File: src/rtl/opb_regbank_pkg.sv
// opb_regbank_pkg: shared types and helpers for the OPB register bank.
package opb_regbank_pkg;
    typedef enum logic [1:0] {IDLE, ACK, HOLD} state_e;
    localparam int CTRL_COMMIT = 0;
    localparam int CTRL_AUTO   = 1;
    function automatic int ctrl_offset(input int n_regs);
        return n_regs;
    endfunction
    // OPB lane 0 (BE[0], DBus[0:7]) is the most significant register byte.
    function automatic logic [31:0] lane_mask(input logic [0:3] be);
        return {{8{be[0]}}, {8{be[1]}}, {8{be[2]}}, {8{be[3]}}};
    endfunction
endpackage

File: src/rtl/opb_slave_ack_fsm.sv
// opb_slave_ack_fsm: OPB address decode, request latching and one-cycle ack timing.
module opb_slave_ack_fsm
    import opb_regbank_pkg::*;
#(
    parameter logic [31:0] C_BASEADDR   = 32'h010B0000,
    parameter logic [31:0] C_HIGHADDR   = 32'h010B00FF,
    parameter int          C_OPB_AWIDTH = 32
) (
    input  logic                    clk_i,
    input  logic                    rst_i,
    input  logic [C_OPB_AWIDTH-1:0] abus_i,
    input  logic [0:3]              be_i,
    input  logic [31:0]             data_i,
    input  logic                    rnw_i,
    input  logic                    select_i,
    output logic                    ack_o,
    output logic                    rnw_o,
    output logic [C_OPB_AWIDTH-3:0] off_o,
    output logic [0:3]              be_o,
    output logic [31:0]             data_o
);
    state_e                  state_q;
    logic                    ack_q, rnw_q;
    logic [C_OPB_AWIDTH-3:0] off_q;
    logic [0:3]              be_q;
    logic [31:0]             data_q;
    logic [C_OPB_AWIDTH-1:0] word;
    logic                    hit, unused_lsb;
    assign word = abus_i - C_BASEADDR[C_OPB_AWIDTH-1:0];
    assign hit = select_i && abus_i >= C_BASEADDR[C_OPB_AWIDTH-1:0]
                 && abus_i <= C_HIGHADDR[C_OPB_AWIDTH-1:0];
    assign unused_lsb = ^word[1:0];
    always_ff @(posedge clk_i) begin
        if (rst_i) begin
            state_q <= IDLE;
            ack_q   <= 1'b0;
            rnw_q   <= 1'b0;
            off_q   <= '0;
            be_q    <= '0;
            data_q  <= '0;
        end else begin
            case (state_q)
                IDLE: if (hit) begin
                    state_q <= ACK;
                    ack_q   <= 1'b1;
                    rnw_q   <= rnw_i;
                    off_q   <= word[C_OPB_AWIDTH-1:2];
                    be_q    <= be_i;
                    data_q  <= data_i;
                end
                ACK: begin
                    state_q <= HOLD;
                    ack_q   <= 1'b0;
                end
                default: state_q <= IDLE;
            endcase
        end
    end
    assign ack_o  = ack_q;
    assign rnw_o  = rnw_q;
    assign off_o  = off_q;
    assign be_o   = be_q;
    assign data_o = data_q;
endmodule

File: src/rtl/opb_register_bank_ppc2simulink.sv
// opb_register_bank_ppc2simulink: N_REGS byte-writable shadow registers over OPB,
// committed to the user side either per write (AUTO) or all at once via CTRL.COMMIT.
module opb_register_bank_ppc2simulink
    import opb_regbank_pkg::*;
#(
    parameter logic [31:0] C_BASEADDR   = 32'h010B0000,
    parameter logic [31:0] C_HIGHADDR   = 32'h010B00FF,
    parameter int          C_OPB_AWIDTH = 32,
    parameter int          C_OPB_DWIDTH = 32,
    parameter              C_FAMILY     = "virtex5",
    parameter int          N_REGS       = 8
) (
    input  logic                  OPB_Clk,
    input  logic                  OPB_Rst,
    input  logic [0:31]           OPB_ABus,
    input  logic [0:3]            OPB_BE,
    input  logic [0:31]           OPB_DBus,
    input  logic                  OPB_RNW,
    input  logic                  OPB_select,
    input  logic                  OPB_seqAddr,
    output logic [0:31]           Sl_DBus,
    output logic                  Sl_errAck,
    output logic                  Sl_retry,
    output logic                  Sl_toutSup,
    output logic                  Sl_xferAck,
    output logic [N_REGS*32-1:0]  user_data_out,
    output logic [N_REGS-1:0]     user_wr_strobe,
    output logic                  user_commit_pulse
);
    localparam int OW   = C_OPB_AWIDTH - 2;
    localparam int CTRL = ctrl_offset(N_REGS);
    logic          ack, rnw;
    logic [OW-1:0] off;
    logic [0:3]    be;
    logic [31:0]   wdata, rdata, mask;
    logic [31:0]   shadow_q [N_REGS];
    logic [31:0]   shadow_d [N_REGS];
    logic [31:0]   out_q [N_REGS];
    logic [N_REGS-1:0] strobe_q;
    logic          auto_q, commit_q, wr, is_ctrl, ctrl_wr, do_commit, unused_seq;
    opb_slave_ack_fsm #(
        .C_BASEADDR  (C_BASEADDR),
        .C_HIGHADDR  (C_HIGHADDR),
        .C_OPB_AWIDTH(C_OPB_AWIDTH)
    ) u_fsm (
        .clk_i   (OPB_Clk),
        .rst_i   (OPB_Rst),
        .abus_i  (OPB_ABus),
        .be_i    (OPB_BE),
        .data_i  (OPB_DBus),
        .rnw_i   (OPB_RNW),
        .select_i(OPB_select),
        .ack_o   (ack),
        .rnw_o   (rnw),
        .off_o   (off),
        .be_o    (be),
        .data_o  (wdata)
    );
    assign unused_seq = OPB_seqAddr;
    assign mask       = lane_mask(be);
    assign wr         = ack && !rnw;
    assign is_ctrl    = off == OW'(CTRL);
    assign ctrl_wr    = wr && is_ctrl && be[3];
    assign do_commit  = ctrl_wr && wdata[CTRL_COMMIT];
    always_comb begin
        rdata = '0;
        rdata[CTRL_AUTO] = is_ctrl && auto_q;
        for (int k = 0; k < N_REGS; k++) begin
            shadow_d[k] = (shadow_q[k] & ~mask) | (wdata & mask);
            if (off == OW'(k)) rdata = shadow_q[k];
        end
    end
    always_ff @(posedge OPB_Clk) begin
        if (OPB_Rst) begin
            auto_q   <= 1'b0;
            commit_q <= 1'b0;
            strobe_q <= '0;
            for (int k = 0; k < N_REGS; k++) begin
                shadow_q[k] <= '0;
                out_q[k]    <= '0;
            end
        end else begin
            commit_q <= do_commit;
            strobe_q <= '0;
            if (ctrl_wr) auto_q <= wdata[CTRL_AUTO];
            for (int k = 0; k < N_REGS; k++) begin
                if (do_commit) out_q[k] <= shadow_q[k];
                if (wr && off == OW'(k)) begin
                    shadow_q[k] <= shadow_d[k];
                    strobe_q[k] <= 1'b1;
                    if (auto_q) out_q[k] <= shadow_d[k];
                end
            end
        end
    end
    for (genvar k = 0; k < N_REGS; k++) begin : g_out
        assign user_data_out[32*k +: 32] = out_q[k];
    end
    // Reset blanks every bus/user pulse immediately, including an ack already in flight.
    assign Sl_xferAck        = ack && !OPB_Rst;
    assign Sl_DBus           = (Sl_xferAck && rnw) ? rdata : '0;
    assign user_wr_strobe    = OPB_Rst ? '0 : strobe_q;
    assign user_commit_pulse = commit_q && !OPB_Rst;
    assign Sl_errAck         = 1'b0;
    assign Sl_retry          = 1'b0;
    assign Sl_toutSup        = 1'b0;
endmodule
File: config.mk
export PLATFORM = sky130hd
export DESIGN_NAME = opb_register_bank_ppc2simulink
export DESIGN_NICKNAME = d
export VERILOG_FILES = /design/src/rtl/opb_regbank_pkg.sv /design/src/rtl/opb_slave_ack_fsm.sv /design/src/rtl/opb_register_bank_ppc2simulink.sv
export SDC_FILE = /design/constraint.sdc
export NUM_CORES = 1
export LEC_CHECK = 0
export ABC_AREA = 1
export CORE_MARGIN = 5
export CORE_UTILIZATION = 45
export DETAILED_ROUTE_END_ITERATION = 8
export PLACE_DENSITY = 0.68
export SYNTH_ARGS = -nofsm -noshare
export SYNTH_HDL_FRONTEND = slang
export SYNTH_SLANG_ARGS = --single-unit
export TNS_END_PERCENT = 10
File: constraint.sdc
create_clock -name OPB_Clk -period 5.02 [get_ports OPB_Clk]
set_clock_uncertainty 0.05 [all_clocks]
set_input_delay 1.004 -clock OPB_Clk [delete_from_list [all_inputs] [get_ports OPB_Clk]]
set_output_delay 1.004 -clock OPB_Clk [all_outputs]
set_load 0.01 [all_outputs]
### Word level (Yosys, flattened, before mapping)

Memory sizes are Yosys's and may differ from the RTL's.
Cells that the tools add are included.

* eq/ne operators: 10
* add/subtract/negate cells: 1
* multiplexer cells: 92
* $lt $le $gt $ge: 2
* reduce and logical (&&, ||, !) cells: 25
* bitwise logic cells: 42

Operators by type and width (number)
* 32-bit two-way mux: 33
* 32-bit bitwise AND: 9
* 32-bit OR: 8
* 30-bit by 3-bit equality test with 1-bit output (second input constant): 4
* 30-bit by 2-bit equality test with 1-bit output (second input constant): 2
* 1-bit two-way mux: 55
* 32-bit by 25-bit >= comparator with 1-bit output (second input constant): 1
* 32-bit by 25-bit <= comparator with 1-bit output (second input constant): 1
* 32-bit inverter: 1
* 32-bit by 25-bit subtractor with 32-bit output (second input constant): 1
* 30-bit by 1-bit equality test with 1-bit output (second input constant): 1
* 30-bit by 4-bit equality test with 1-bit output (second input constant): 1
* 30-bit logical NOT: 1
* 1-bit OR: 24
* 1-bit logical AND: 18
* 8-bit two-way mux: 1
* 2-bit case mux with 2 select lines: 1
* 2-bit AND reduction: 2
* 2-bit by 1-bit equality test with 1-bit output (second input constant): 1
* 1-bit logical NOT: 2
* 2-bit logical NOT: 1
* 2-bit two-way mux: 1
* 2-bit by 1-bit != test with 1-bit output (second input constant): 1
* 1-bit case mux with 2 select lines: 1
* 2-bit nonzero test: 1

* input port bits: 73
* bits in writable memories: 512
* memories kept: 2
* output and inout bits: 301
* logic and storage cells: 183
* flip-flop bits (word level): 80

Memories
* out_q: depth 8, width 32, read ports 8, clocked after Yosys merged registers in 0, wr ports 8, RTL line opb_register_bank_ppc2simulink.sv:38 `logic [31:0] out_q [N_REGS];`
* shadow_q: depth 8, width 32, read ports 8, clocked after Yosys merged registers in 0, wr ports 8, RTL line opb_register_bank_ppc2simulink.sv:36 `logic [31:0] shadow_q [N_REGS];`

### Longest topological paths before layout

Gate-level depths: netlist of the first run.

* depth in word-level cells: 11
* mapped depth: 15
* gate-level depth less buffers: 14

### Modules after synthesis

Synthesis of the first run repeated with hierarchy kept, for this count alone.

* cell total of the unflattened synthesis: 2803
* area total of the unflattened synthesis: 27772.9 sq um

By module, submodules not included
* opb_register_bank_ppc2simulink: seq. area each 15574.9 sq um, area an instance 25244.2 sq um, cells an instance 2477, instances 1
* opb_slave_ack_fsm: seq. area each 1401.3 sq um, area an instance 2528.7 sq um, cells an instance 326, instances 1

### Worst setup path after synthesis of the first run

OpenSTA, ideal clock, no wires.

* kind: input-to-reg
* from: input port OPB_Rst
* to: memory out_q[2][0], in the netlist out_q[0][64], enable pin
* data required time: 4.504 ns
* stages: 5
* data arrival time: 4.006 ns
* setup time: 0.466 ns
* buffers on the path: 2
* slack: 0.499 ns
* path through: buf_2 -> inv_1 -> nand3_1 -> clkbuf_1 -> o21ai_0

RTL lines
* start: declaration: RTL line opb_register_bank_ppc2simulink.sv:14 `input logic OPB_Rst,`
* end: declaration: RTL line opb_register_bank_ppc2simulink.sv:38

### Final worst setup path of the first run

* from: register u_fsm.off_q[12], in the netlist u_fsm.off_o[12]
* to: output port Sl_DBus[25] in the netlist's numbering

* cells in the longest elaborated chain, start to end: 10
* elaborated cells between the ends (all ways): 17
* classes of those cells: eq/ne: 7; mux: 9; reduce/logical: 1

Ends and longest elaborated chain
* start: declaration: RTL line opb_slave_ack_fsm.sv:24 `logic [C_OPB_AWIDTH-3:0] off_q;`
* start signal: assignment: RTL line opb_slave_ack_fsm.sv:47 `off_q <= word[C_OPB_AWIDTH-1:2];`
* 30-bit logical NOT: RTL line opb_register_bank_ppc2simulink.sv:70 `if (off == OW'(k)) rdata = shadow_q[k];`
* 32-bit two-way mux (7 in series): RTL line opb_register_bank_ppc2simulink.sv:70
* 32-bit two-way mux *: RTL line opb_register_bank_ppc2simulink.sv:70
* 32-bit two-way mux *: RTL line opb_register_bank_ppc2simulink.sv:101 `assign Sl_DBus = (Sl_xferAck && rnw) ? rdata : '0;`
* end: declaration: RTL line opb_register_bank_ppc2simulink.sv:21 `output logic [0:31] Sl_DBus,`

Mark *: on every way between the ends. The rest lies on a longest branch, timed or not.

==> results.toml, run 1 <==
[synth]
synth-edff-count = 512
yosys_register_bits = 592
number_of_instances_in_the_synthesized_netlist = 2801
synthesized_area_um2 = 26800
synth-adder-area-share_pct = 0.0466
ys_seq_area_share_pct = 63.3
synth_top_flop_cell = "sky130_fd_sc_hd__edfxtp_1"
synth.area.mux_share_pct = 0
synth_top_family_by_area = "compound AO/OA/AOI/OAI gates"
compound_gate_portion_of_the_synthesized_area_pct = 15.1
yosysUniqueCellTypes = 32
largest_area_contributor_in_the_synthesized_netlist = "sky130_fd_sc_hd__edfxtp_1"
fraction_of_synthesized_cell_area_in_xor_and_xnor_cells_pct = 0
yosysTopAreaCellShare_pct = 57.3
synth.yosys.warnings = 0
syn_area_per_cell_um2 = 9.58
simple_gate_share_of_the_synthesized_area_pct = 14.1
ys_top_cells_by_area = "sky130_fd_sc_hd__edfxtp_1 57%, sky130_fd_sc_hd__a21oi_1 6.8%, sky130_fd_sc_hd__nor2_1 6.5%"
synth-async-reset-ratio_pct = 0

[cts]
holdBufCountCts = 0
cts_root_buffer = "sky130_fd_sc_hd__clkbuf_16"
clock_sinks = 592
cts-buffers-inserted = 59
cts_max_level = 2
tritoncts = "yes"
cts.path.max_buffers = 3
cts.clk_slew.worst_paths_ns = 0.06
worstSkewPairLatency_ns = 0.63

[critical_path]
r2r_slack_ns = 1.17
end_kind = "primary output"
critical_path.max_stage_delay_ns = 0.58
cell_chain_critical_path = "nor2_1 -> nand4_1 -> nor2_4 -> nand2_1 -> inv_1 -> buf_4 -> nand2_1 -> nand4_1 -> a21oi_1 -> nor2_1 -> clkdlybuf4s50_1"
reg2reg_depth = 8
critical_path.n_buffers_inverters = 3
rr_endpoint = "out_q[1][120]$_SDFFCE_PP0P_"
path_delay_family = "simple AND/OR/NAND/NOR gates"
crit_slowest_cell = "sky130_fd_sc_hd__clkdlybuf4s50_1"
critPathRequiredTime_ns = 3.97
cp-start-kind = "register"
signal_arrival_time_at_the_worst_endpoint_ns = 3.85
reg2reg_from = "u_fsm.off_o[12]$_SDFFE_PP0P_"
criticalPathCategory = "register to primary output"
critical_path.max_fanout = 17

[final_layout]
fin_util_pct = 56.6
antennaDiodeCount = 0
proportion_of_layout_cells_with_a_drive_suffix_above_1_pct = 6.33
layout-area-overhead-vs-synth_pct = 24.6
fin_nets = 3184
most_used_cells_in_the_layout_excluding_fill_and_tap_cells = "512 x sky130_fd_sc_hd__edfxtp_1, 462 x sky130_fd_sc_hd__nor2_1, 368 x sky130_fd_sc_hd__clkdlybuf4s50_1, 366 x sky130_fd_sc_hd__a21oi_1, 314 x sky130_fd_sc_hd__inv_1"
finish.cell_count_without_fillers = 3932
fill_cells = 5113
most_common_cell_after_layout_fill_and_taps_aside = "sky130_fd_sc_hd__edfxtp_1"

[run]
max-cap-violations = 0

[floorplan]
initial_core_util_pct = 45.5
chipWidth_um = 254
dieArea_um2 = 64600
coreArea_um2 = 59000
die_height_um = 254
num_rows = 89
floorplan.io_pins = 374

[place]
post-place-cells = 3817
place.detailed.hpwl_um = 61900
place.gp.congestion = 0.902
numPortBuffers = 369

[timing]
finalCriticalPeriod_ns = 4.90
setup_violations = 0
final_hold_violating_endpoints = 0
grt_setup_unrepaired = "true"
whs_ns = 0.407
layout_worst_path_cycle_share_pct = 97.7
totalNegativeSetupSlack_ns = 0
max-slew-margin-rel_pct = 17.2
clock.fmax_ghz = 0.204
tightestPinTransition_ns = 1.24
maxSlewViolCount = 0

[global_route]
initial_antenna_violation_count = 0
globalRoute.totalOverflow = 0
maximum_number_of_pins_on_one_net_before_global_route_repair = 131
grt_first_pass_wirelength_um = 135000
grt_pass1_vias = 21700
global_route.usage.total_pct = 27.5

[power_and_ir_drop]
finalPower_uw = 11100
power_per_cell_area_nw_per_um2 = 332
p_leak_uw = 0.0126
ir_worst_vdd_mv = 0.254

[routing]
detailroute.via_count = 22600
route.final.wire_length_um = 92500
detail_route.iter0.violations = 2894
route.detailed.drc = 0
detail_route.wl_per_cell_um = 23.5
vias_per_cell = 5.75
first_pass_iters = 6
ant_nets = 0

[hold_path]
worstHoldEndpoint = "u_fsm.off_o[11]$_SDFFE_PP0P_"
hold_class = "register to register"
timing.hold.worst_path_depth = 2
min-delay-start = "u_fsm.off_o[11]$_SDFFE_PP0P_"

[run_status]
run_status = "finished clean"
logic make-up (layout without fill, tap and decap cells):
group                      count (synthesis)  after routing
AOI/OAI and AO/OA                        773            773
adders and majority gates                  1              1
buffers and inverters                    509            865
DFF                                      592            592
other                                      1              3
and+or+nand+nor                          925            925
area by class of cell:
type	count	area (um2)	area share (%)
Timing Repair inverter	1	7.51	0.0225
Tap cell	773	967	2.89
Timing Repair Buffer	431	4220	12.6
Sequential cell	592	17000	50.8
Clock buffer	71	1640	4.90
Multi-Input combinational cell	1702	7930	23.7
Inverter	323	1220	3.65
Clock inverter	39	467	1.40
report_power, final:
group          total [uW]  switching, uW  internal [uW]
logic                 663            371            292
clock network        4800           1960           2840
registers            5620            101           5520
tightest hold or removal path, delay by kind of cell, from the launching register on:
kind                   cells  cell delay [ns]
and+or+nand+nor            1             0.07
buffers and inverters      1             0.04
DFF                        1             0.31
worst max path at each step:
stage                                      start                          to  slack, ns  cells after the start
floorplan                                OPB_Rst  out_q[0][64]$_SDFFCE_PN0P_       0.50                      5
global placement     u_fsm.off_o[6]$_SDFFE_PP0P_                  Sl_DBus[8]       0.83                     12
detailed placement   u_fsm.off_o[6]$_SDFFE_PP0P_                  Sl_DBus[8]       0.74                     12
CTS                  u_fsm.off_o[6]$_SDFFE_PP0P_                  Sl_DBus[8]       0.06                     12
global route        u_fsm.off_o[12]$_SDFFE_PP0P_                 Sl_DBus[25]      -0.04                     11
finish              u_fsm.off_o[12]$_SDFFE_PP0P_                 Sl_DBus[25]       0.12                     11
metal layers:
metal | wire (um) | GRT usage, %
met4 | 5070 | 13.4
met1 | 35200 | 36.3
met3 | 8150 | 3.90
met5 | 0 | 0
met2 | 44100 | 45.0
state kept, by name, indices dropped and copies added (netlist names):
signal and count:
out_q 256, u_fsm.rnw_o 1, u_fsm.off_o 30, auto_q 1, strobe_q 8, shadow_q 256, commit_q 1, u_fsm.ack_o 1
u_fsm.state_q 2, u_fsm.data_o 32, u_fsm.be_o 4
synth_stat cells, types with 2 or more instances:
master,count
sky130_fd_sc_hd__nor2_1,463
sky130_fd_sc_hd__buf_4,15
sky130_fd_sc_hd__nor2_4,2
sky130_fd_sc_hd__clkbuf_1,141
sky130_fd_sc_hd__inv_1,320
sky130_fd_sc_hd__nand4_1,40
sky130_fd_sc_hd__nor3_1,8
sky130_fd_sc_hd__inv_2,3
sky130_fd_sc_hd__nor4_1,2
sky130_fd_sc_hd__o21ai_0,216
sky130_fd_sc_hd__o21ai_1,100
sky130_fd_sc_hd__buf_2,19
sky130_fd_sc_hd__nand2_1,304
sky130_fd_sc_hd__edfxtp_1,512
sky130_fd_sc_hd__nor3_2,7
sky130_fd_sc_hd__o22ai_1,59
sky130_fd_sc_hd__buf_1,11
sky130_fd_sc_hd__a22o_1,29
sky130_fd_sc_hd__dfxtp_1,80
sky130_fd_sc_hd__a21oi_1,366
sky130_fd_sc_hd__nand3_1,93
repair_timing:
action                                  4_1_cts  5_1_grt
endpoints found under the setup margin        0       25
gates resized for setup                       0        4
setup buffers                                 0        4
metrics by stage:
| stage | setup slack, ns | cell area, um2 |
|---|---|---|
| after floorplan | 0.499 | 26800 |
| after global placement | 0.825 | 31300 |
| after detailed placement | 0.742 | 31300 |
| after CTS | 0.0606 | 33400 |
| after global routing | -0.0443 | 33400 |
| final | 0.116 | 33400 |
No activity file was read; power rests on OpenSTA's default activity.
==> inputs of run 2 (changes only) <==
- SLEW_MARGIN: not set -> 20
==> run 2 against run 1 <==
The run now ends with setup timing left. Via count hardly changed. Core utilization hardly changed. Flip-flop and latch count stayed put. Largest power group unchanged. Critical endpoint is now Sl_DBus[17]. Sequential power hardly changed. Sequential share of layout area hardly changed. First-iteration DRC count is 1.5% lower. Combinational power hardly changed. Fmax is 2.8% lower. Global-route usage hardly changed.
==> results.toml, run 2 (synthesis gave the netlist of run 1 again) <==
[run_status]
run_status = "complete, but fails checks"
violations_in_the_final_reports = "setup timing"

[place]
numPortBuffers = 369
placed_instance_area_um2 = 31300
place.gp.congestion = 0.902
post-place-cells = 3817
place.detailed.hpwl_um = 61900

[routing]
detail_route.iter0.violations = 2851
first_pass_iters = 6
vias_per_cell = 5.76
route.final.wire_length_um = 92300
detailroute.via_count = 22600
ant_nets = 0
detail_route.wl_per_cell_um = 23.5
route.detailed.drc = 0

[floorplan]
dieArea_um2 = 64600
coreArea_um2 = 59000
initial_core_util_pct = 45.5
floorplan.io_pins = 374
chipWidth_um = 254
die_height_um = 254
num_rows = 89

[final_layout]
antennaDiodeCount = 0
finish.cell_count_without_fillers = 3932
proportion_of_layout_cells_with_a_drive_suffix_above_1_pct = 6.33
most_common_cell_after_layout_fill_and_taps_aside = "sky130_fd_sc_hd__edfxtp_1"
post-route-cell-area_um2 = 33400
multi_input_gate_area_um2 = 7930
layout-area-overhead-vs-synth_pct = 24.5
most_used_cells_in_the_layout_excluding_fill_and_tap_cells = "512 x sky130_fd_sc_hd__edfxtp_1, 463 x sky130_fd_sc_hd__nor2_1, 368 x sky130_fd_sc_hd__clkdlybuf4s50_1, 366 x sky130_fd_sc_hd__a21oi_1, 313 x sky130_fd_sc_hd__inv_1"
regArea_um2 = 17000
fill_cells = 5108
fin_nets = 3183

[power_and_ir_drop]
finalPower_uw = 11000
ir_worst_vdd_mv = 0.258
p_leak_uw = 0.0126
power_per_cell_area_nw_per_um2 = 330

[timing]
final_hold_violating_endpoints = 0
finalCriticalPeriod_ns = 5.05
grt_setup_unrepaired = "true"
setup_violations = 2
max-slew-margin-rel_pct = 24.2
maxSlewViolCount = 0
postLayoutSetupSlackWorst_ns = -0.0254
layout_worst_path_cycle_share_pct = 101
clock.fmax_ghz = 0.198
tightestPinTransition_ns = 1.14
whs_ns = 0.407

[cts]
tritoncts = "yes"
cts_root_buffer = "sky130_fd_sc_hd__clkbuf_16"
cts_max_level = 2
cts.clk_slew.worst_paths_ns = 0.06
holdBufCountCts = 0
cts.path.max_buffers = 3
clock_sinks = 592
cts-buffers-inserted = 59
worstSkewPairLatency_ns = 0.63

[critical_path]
criticalPathCategory = "register to primary output"
critical_path.max_fanout = 21
cp-start-kind = "register"
end_kind = "primary output"
signal_arrival_time_at_the_worst_endpoint_ns = 3.99
critPathRequiredTime_ns = 3.97

[global_route]
maximum_number_of_pins_on_one_net_before_global_route_repair = 131
globalRoute.totalOverflow = 0
grt_pass1_vias = 21700
grt_first_pass_wirelength_um = 135000
initial_antenna_violation_count = 0
global_route.usage.total_pct = 27.5

[hold_path]
hold_class = "register to register"

[run]
max-cap-violations = 0
==> run 2: cell count changes in the layout (fill, tap and decap cells not counted) <==
cell	before	now
sky130_fd_sc_hd__clkinv_2	17	15
sky130_fd_sc_hd__clkinvlp_4	5	6
sky130_fd_sc_hd__inv_2	3	5
sky130_fd_sc_hd__inv_6	2	1
sky130_fd_sc_hd__bufinv_16	10	8
sky130_fd_sc_hd__nor2_2	2	1
sky130_fd_sc_hd__nor2_1	462	463
sky130_fd_sc_hd__inv_1	314	313
sky130_fd_sc_hd__clkbuf_8	5	8
==> run 2: what timing repair did <==
item | 4_1_cts | 5_1_grt
setup endpoints to repair | 0 | 22
resized for setup | 0 | 1
setup buffers | 0 | 4
==> run 2: stage by stage <==
stage | TNS (ns) | util, % | setup slack (ns)
floorplan | 0 | - | 0.499
global placement | 0 | 53.0 | 0.825
detailed placement | 0 | 53.0 | 0.756
CTS | 0 | 56.5 | 0.0751
global route | -0.270 | 56.6 | -0.0858
finish | -0.0339 | 56.6 | -0.0254
==> run 2: area by class of cell <==
cell class,instances,share of cell area [%]
Sequential cell,592,50.8
Tap cell,773,2.90
Timing Repair Buffer,431,12.6
Clock buffer,74,5.03
Multi-Input combinational cell,1702,23.7
Inverter,323,3.65
Clock inverter,37,1.23
==> run 2: path summary, 6_finish.rpt <==
kind	from	endpoint	cells past startpoint	slack, ns
max	u_fsm.off_o[6]$_SDFFE_PP0P_	Sl_DBus[17]	12	-0.03
min	u_fsm.off_o[11]$_SDFFE_PP0P_	u_fsm.off_o[11]$_SDFFE_PP0P_	2	0.41
max reg2reg	u_fsm.off_o[12]$_SDFFE_PP0P_	out_q[1][120]$_SDFFCE_PP0P_	9	1.12
min reg2reg	u_fsm.off_o[11]$_SDFFE_PP0P_	u_fsm.off_o[11]$_SDFFE_PP0P_	2	0.41
==> run 2: routing by layer <==
layer  vias to the layer above  routed length (um)  GRT usage, %
met5                         -                   0             0
met1                     10900               35200          36.3
met2                      1323               43900          45.0
met4                         0                4920          13.4
li1                      10200                   -             -
met3                       225                8180          3.86
==> run 2: worst max-delay path, cell delays in order (launching register included) <==
cell and delay [ns]:
sky130_fd_sc_hd__dfxtp_1 0.32, sky130_fd_sc_hd__nor2_1 0.15, sky130_fd_sc_hd__nand3_2 0.24, sky130_fd_sc_hd__nor2_1 0.36
sky130_fd_sc_hd__inv_1 0.54, sky130_fd_sc_hd__buf_4 0.35, sky130_fd_sc_hd__nand3_1 0.07, sky130_fd_sc_hd__o21ai_0 0.11
sky130_fd_sc_hd__inv_1 0.07, sky130_fd_sc_hd__nand4_1 0.24, sky130_fd_sc_hd__a21oi_1 0.33, sky130_fd_sc_hd__nor2_1 0.09
sky130_fd_sc_hd__clkdlybuf4s50_1 0.49
==> run 2: report_power, final <==
group,switching (uW),total [uW],internal (uW)
clock network,1950,4730,2780
registers,101,5630,5520
logic,372,664,292
